$ cat config.mk
export PLATFORM = sky130hd
export DESIGN_NAME = logic_unit_arbiter
export DESIGN_NICKNAME = d
export VERILOG_FILES = /design/src/rtl/logic_unit_arbiter.sv
export SDC_FILE = /design/constraint.sdc
export NUM_CORES = 1
export LEC_CHECK = 0
export BUFFER_PORTS_ARGS = -buffer_cell sky130_fd_sc_hd__buf_2
export CELL_PAD_IN_SITES_DETAIL_PLACEMENT = 0
export CELL_PAD_IN_SITES_GLOBAL_PLACEMENT = 1
export CORE_AREA = 2 2 98 100
export DETAILED_ROUTE_END_ITERATION = 6
export DIE_AREA = 0 0 100 102
export GPL_TIMING_DRIVEN = 0
export MAX_ROUTING_LAYER = met4
export PLACE_DENSITY_LB_ADDON = 0.1
export SETUP_SLACK_MARGIN = 0.15
export SLEW_MARGIN = 20
export SYNTH_ARGS = -nofsm -noshare
export SYNTH_HDL_FRONTEND = slang
export SYNTH_SLANG_ARGS = --single-unit
$ cat constraint.sdc
create_clock -name clk -period 1.85 [get_ports clk]
set_input_delay 0.185 -clock clk [delete_from_list [all_inputs] [get_ports clk]]
set_output_delay 0.185 -clock clk [all_outputs]
set_load 0.03 [all_outputs]
$ cat src/rtl/logic_unit_arbiter.sv
`default_nettype none
// ============================================================================
// logic_unit_arbiter : two-requester round-robin front end for a shared
//                      bitwise logic unit with a result-hold/ack handshake.
// Revision 1.0 : initial release
// ============================================================================
module logic_unit_arbiter #(
  parameter int WIDTH = 16
) (
  input  logic             clk,
  input  logic             rst,
  input  logic             req0,
  input  logic [WIDTH-1:0] a0,
  input  logic [WIDTH-1:0] b0,
  input  logic [1:0]       op0,
  input  logic             req1,
  input  logic [WIDTH-1:0] a1,
  input  logic [WIDTH-1:0] b1,
  input  logic [1:0]       op1,
  output logic             gnt0,
  output logic             gnt1,
  output logic [WIDTH-1:0] result,
  output logic             result_valid,
  output logic             result_id,
  output logic             zero_flag,
  output logic             busy,
  input  logic             ack
);

  typedef enum logic [1:0] {
    IDLE = 2'd0,
    EXEC = 2'd1,
    HOLD = 2'd2
  } state_t;

  state_t           r_state;
  state_t           w_state_nxt;
  logic             r_prio;
  logic [WIDTH-1:0] r_a;
  logic [WIDTH-1:0] r_b;
  logic [1:0]       r_op;
  logic             w_take;
  logic             w_win;
  logic [WIDTH-1:0] w_f;

  // On contention the requester matching prio wins; a lone requester always wins.
  assign w_take = req0 | req1;
  assign w_win  = (req0 & req1) ? r_prio : req1;

  always_ff @(posedge clk) begin
    if (rst) r_state <= IDLE;
    else     r_state <= w_state_nxt;
  end

  always_comb begin
    w_state_nxt = r_state;
    case (r_state)
      IDLE:    if (w_take) w_state_nxt = EXEC;
      EXEC:    w_state_nxt = HOLD;
      HOLD:    if (ack) w_state_nxt = IDLE;
      default: w_state_nxt = IDLE;
    endcase
  end

  always_comb begin
    w_f = '0;
    case (r_op)
      2'b00:   w_f = r_a & r_b;
      2'b01:   w_f = r_a | r_b;
      2'b10:   w_f = r_a ^ r_b;
      default: w_f = ~r_a;
    endcase
  end

  always_ff @(posedge clk) begin
    if (rst) begin
      r_prio       <= 1'b0;
      r_a          <= '0;
      r_b          <= '0;
      r_op         <= 2'b00;
      result       <= '0;
      result_valid <= 1'b0;
      result_id    <= 1'b0;
      zero_flag    <= 1'b0;
    end else begin
      case (r_state)
        IDLE: begin
          if (w_take) begin
            r_a       <= w_win ? a1  : a0;
            r_b       <= w_win ? b1  : b0;
            r_op      <= w_win ? op1 : op0;
            result_id <= w_win;
            r_prio    <= ~w_win;
          end
        end
        EXEC: begin
          result       <= w_f;
          zero_flag    <= (w_f == '0);
          result_valid <= 1'b1;
        end
        HOLD: begin
          if (ack) begin
            result_valid <= 1'b0;
            zero_flag    <= 1'b0;
          end
        end
        default: ;
      endcase
    end
  end

  // The grant pulse is exactly the EXEC cycle, tagged by the captured owner.
  assign gnt0 = (r_state == EXEC) & ~result_id;
  assign gnt1 = (r_state == EXEC) &  result_id;
  assign busy = (r_state != IDLE);

endmodule
`default_nettype wire

Word-level counts from Yosys, hierarchy flattened. Cells that the tools add are included.

Equal/unequal tests: 6. Muxes and demuxes: 11. Bitwise operators: 10. Reductions and logical operators: 8.

Operator list (number): one-hot mux 16 bit (3 select lines) (1); 2-to-1 mux 16 bit (2); bitwise AND 16 bit (1); zero test 16 bit (1); NOT 16 bit (1); bitwise OR 16 bit (1); XOR 16 bit (1); 2-to-1 mux 2 bit (3); one-hot mux 2 bit (3 select lines) (1); AND reduction 2 bit (3); equality test 2 x 1 -> 1 bit (second input constant) (2); equality test 2 bit (second input constant) (2); zero test 2 bit (2); != test 2 bit (second input constant) (2); one-hot mux 1 bit (2 select lines) (2); nonzero test 2 bit (2); bitwise AND 1 bit (3); 2-to-1 mux 1 bit (2); NOT 1 bit (2); bitwise OR 1 bit (1).

Register bits after elaboration: 56. Input port bits: 73. Output and inout port bits: 22.

Longest topological paths before layout.
Depth after elaboration: 4. Mapped depth: 7. Gate-level depth less buffers: 7.

Worst setup path before layout. Ideal clock, no wire load.

Path type: reg2reg. Start point: register r_a[7]. End point: register zero_flag. Setup time: 87 ps. Arrival: 1662 ps. Data required time: 1763 ps. Setup slack: 101 ps. Cell stages (with the launch flop): 7. Buffers on the path: 0. Period minus slack after synthesis: 1749 ps. Cells stage by stage: dfxtp_1 -> inv_2 -> ha_1 -> mux4_2 -> and4bb_1 -> nand4b_1 -> o31ai_1.

Longest elaborated chain between the ends: 4.

Ends and longest elaborated chain: from (decl) (RTL line 39) `logic [WIDTH-1:0] r_a;`; from (signal assigned) (RTL line 89) `r_a <= w_win ? a1 : a0;`; XOR 16 bit, or another cell as far along (RTL line 70) `2'b10: w_f = r_a ^ r_b;`; one-hot mux 16 bit (3 select lines) * (RTL line 67) `case (r_op)`; zero test 16 bit * (RTL line 98) `zero_flag <= (w_f == '0);`; one-hot mux 1 bit (2 select lines) * (RTL line 86) `case (r_state)`; to (signal assigned) (RTL line 98); to (decl) (RTL line 25) `output logic zero_flag,`.

Mark *: on every way between the ends. The rest lies on a longest branch, timed or not. A chain may end at the register's enable or synchronous reset.

Worst setup path in the final report. Same ends and word-level chain as after synthesis.

==> results.toml <==
[run_status]
run_status = "complete, no violations"

[floorplan]
initial_core_util = 0.3367
dieArea_sq_mm = 0.01020
rows = 35
ios = 95
core_sq_mm = 0.009109
die_h_microns = 102
die_x_microns = 100

[worst_setup_path]
slowest_stage = "mux4_2"
cp_data_required_time_ns = 2.09
cp_slowest_stage_delay_ns = 0.47
arrival_ns = 2.00
cp_max_fo = 3
crit_chain = "inv_2 > ha_4 > mux4_2 > and4bb_1 > nand4b_1 > o31ai_2"
endpoint_kind = "flop"
crit_type = "flop to flop"
startpoint_type = "flop"

[yosys]
synthesis.area_sq_mm = 0.003067
ys.flop_type = "dfxtp_1"
synth_mux_area_frac = 0.1089
synth-compound-area-share = 0.1648
synth_top_family_by_area = "compound AO/OA/AOI/OAI gates"
synth_top_cell_area_share = 0.3656
synth_top_area_cell = "dfxtp_1"
synthSimpleGateAreaFrac = 0.1269
yosys.area_share.xor_xnor = 0
synth_cell_type_count = 32
synth_fa_ha_area_frac = 0.1306
yosys_warnings = 0
synth_edf_count = 0
async_flop_share = 0
synth_fp_nets = 437
ys_seq_elements = 56
synth_area_leaders = "dfxtp_1 37%, ha_1 13%, a222oi_1 11%"
synth_area_per_cell_sq_um = 9.237
netlist_instances = 332
synth-seq-area-share = 0.3656

[global_route]
globalRouteTotalUtil = 0.1752
grt_pass1_wl_microns = 13420
grt.overflow.total = 0
grt_pass1_vias = 2638
grt_max_degree = 15
antenna_found_initial = 0

[sta]
grt_setup_unrepaired = "yes"
finClkSkew_ns = 0.005882
setup_viol = 0
min_period_over_period = 0.9510
max-slew-margin-rel = 0.6010
hold_violations = 0
min_period_ns = 1.759
fmax_mhz = 568.4
tns_ns = 0
tightest_slew_ns = 0.5986
timing.final.ws_setup_ns = 0.09071
drv_slew = 0

[drt]
vias = 2758
ant_nets = 0
vias_per_cell = 5.051
wire_per_inst_microns = 15.60
drtIter0Drc = 185
first_pass_iters = 5
routed_wl_microns = 8519
post-route-drc-count = 0

[job]
maxCapViolCount = 0

[layout]
final_util = 0.4238
fillCellCount = 956
syn2layout_area_growth_pct = 25.87
nNetsFinal = 542
multi_input_area_sq_mm = 0.001668
drive_gt1_frac = 0.3609
fin_area_sq_mm = 0.003860
antenna_cells = 0
layout.area.seq_sq_mm = 0.001135

[placement]
placed_cell_area_sq_mm = 0.003679
io_buffers = 94
place_congestion = 0.7877
hpwl_microns = 6718
post-place-ws_ns = -0.1574

[clocking]
cts_root_buf = "clkbuf_8"
tritoncts = "built"
cts_made_buffers = 5
clk_latency_ns = 0.31
cts.sinks = 56
cts_max_path_buffers = 2
htreeDepth = 2
hold_buffers = 0
clk_pin_slew_worst_paths_ns = 0.10

[power_and_ir_drop]
vdd_drop_max_uv = 277.6
p_per_area_mw_per_mm2 = 763.3
leakagePower_nw = 1.759

[min_path]
min_path_type = "input pin to flop"
[cell type report]
type                    instances  area share
flip-flops and latches         56      0.2940
inverters                      56     0.05446
well taps                     111     0.03598
multi-input cells             196      0.4321
plain buffers                  24     0.03533
clock buffers                   5     0.01783
repair buffers                 98      0.1303
[flip-flops by register name (all words and copies together) (netlist names)]
register and flops:
r_a 16, r_b 16, result 16, r_op 2, r_state 2, r_prio 1
result_id 1, result_valid 1, zero_flag 1
[worst paths after layout]
| kind | startpoint | to | slack [ns] | cells past startpoint |
|---|---|---|---|---|
| max | r_a[7] | zero_flag | 0.09 | 6 |
| max reg2reg | r_a[7] | zero_flag | 0.09 | 6 |
| min reg2reg | result[4] | result[4] | 0.46 | 2 |
| min | b0[15] | r_b[15] | 0.11 | 3 |
[Yosys cell counts, types with 2 or more instances]
master / n
nand2b_1: 2
a211oi_1: 9
nor2_1: 54
nand4b_1: 3
a222oi_1: 34
o21ai_0: 2
buf_4: 2
mux4_1: 2
inv_1: 54
inv_2: 2
dfxtp_1: 56
ha_1: 32
nor3_1: 3
clkbuf_1: 20
a21oi_1: 12
nand2_1: 16
nor2b_1: 3
mux4_2: 12
[stage by stage]
stage	hold WS, ns	power (W)	cells
CTS	0.09874	0.002978	546
global route	0.1106	0.003142	546
detailed placement	0.4306	0.002293	537
global placement	0.4217	0.002271	537
finish	0.1065	0.002946	546
floorplan	0.3353	0.001994	332
[logic make-up (layout without fill, tap and decap cells)]
logic type      Yosys count  count (layout)
compound gates           61              61
fa+ha+maj                32              32
flops                    56              56
simple gates             88              88
buf+inv                  80             183
mux                      15              15
[power breakdown]
group,total [W],switching (W),internal [W]
Sequential,0.00142,0.000101,0.00132
Combinational,0.000887,0.000489,0.000398
Clock,0.000639,0.000393,0.000246
Total,0.00295,0.000983,0.00196
[repair_timing]
item,CTS,global route
pin swaps,2,2
gates resized for setup,27,17
endpoints found under the setup margin,35,35
setup buffers,4,0
[layout by cell type (no fill, tap or decap), types with 2 or more instances in the layout]
cell,n
ha_4,2
o21ai_0,2
nor3_1,3
clkbuf_2,8
inv_2,3
clkbuf_4,2
nand4b_1,3
buf_2,95
a222oi_1,34
a211oi_1,9
mux4_2,14
clkbuf_8,5
nand2_1,16
nand2b_1,2
inv_1,53
ha_1,29
buf_6,2
nor2_1,52
dfxtp_2,11
a21oi_1,12
nor2b_1,3
buf_4,8
dfxtp_1,45
clkbuf_1,7
[worst max-delay path, delay by kind of cell, from the launching register on]
kind | cells | cell delay, ns
simple gates | 2 | 0.42
buf+inv | 1 | 0.05
mux | 1 | 0.47
compound gates | 1 | 0.18
flops | 1 | 0.36
fa+ha+maj | 1 | 0.22
[layer usage]
| layer | vias up | track usage | share of wire |
|---|---|---|---|
| li1 | 1388 | - | - |
| met1 | 1278 | 0.2362 | 0.49 |
| met2 | 84 | 0.2786 | 0.45 |
| met3 | 8 | 0.02531 | 0.047 |
| met4 | 0 | 0.04426 | 0.0094 |
| met5 | - | - | 0 |
(Power assumes the default switching activity.)
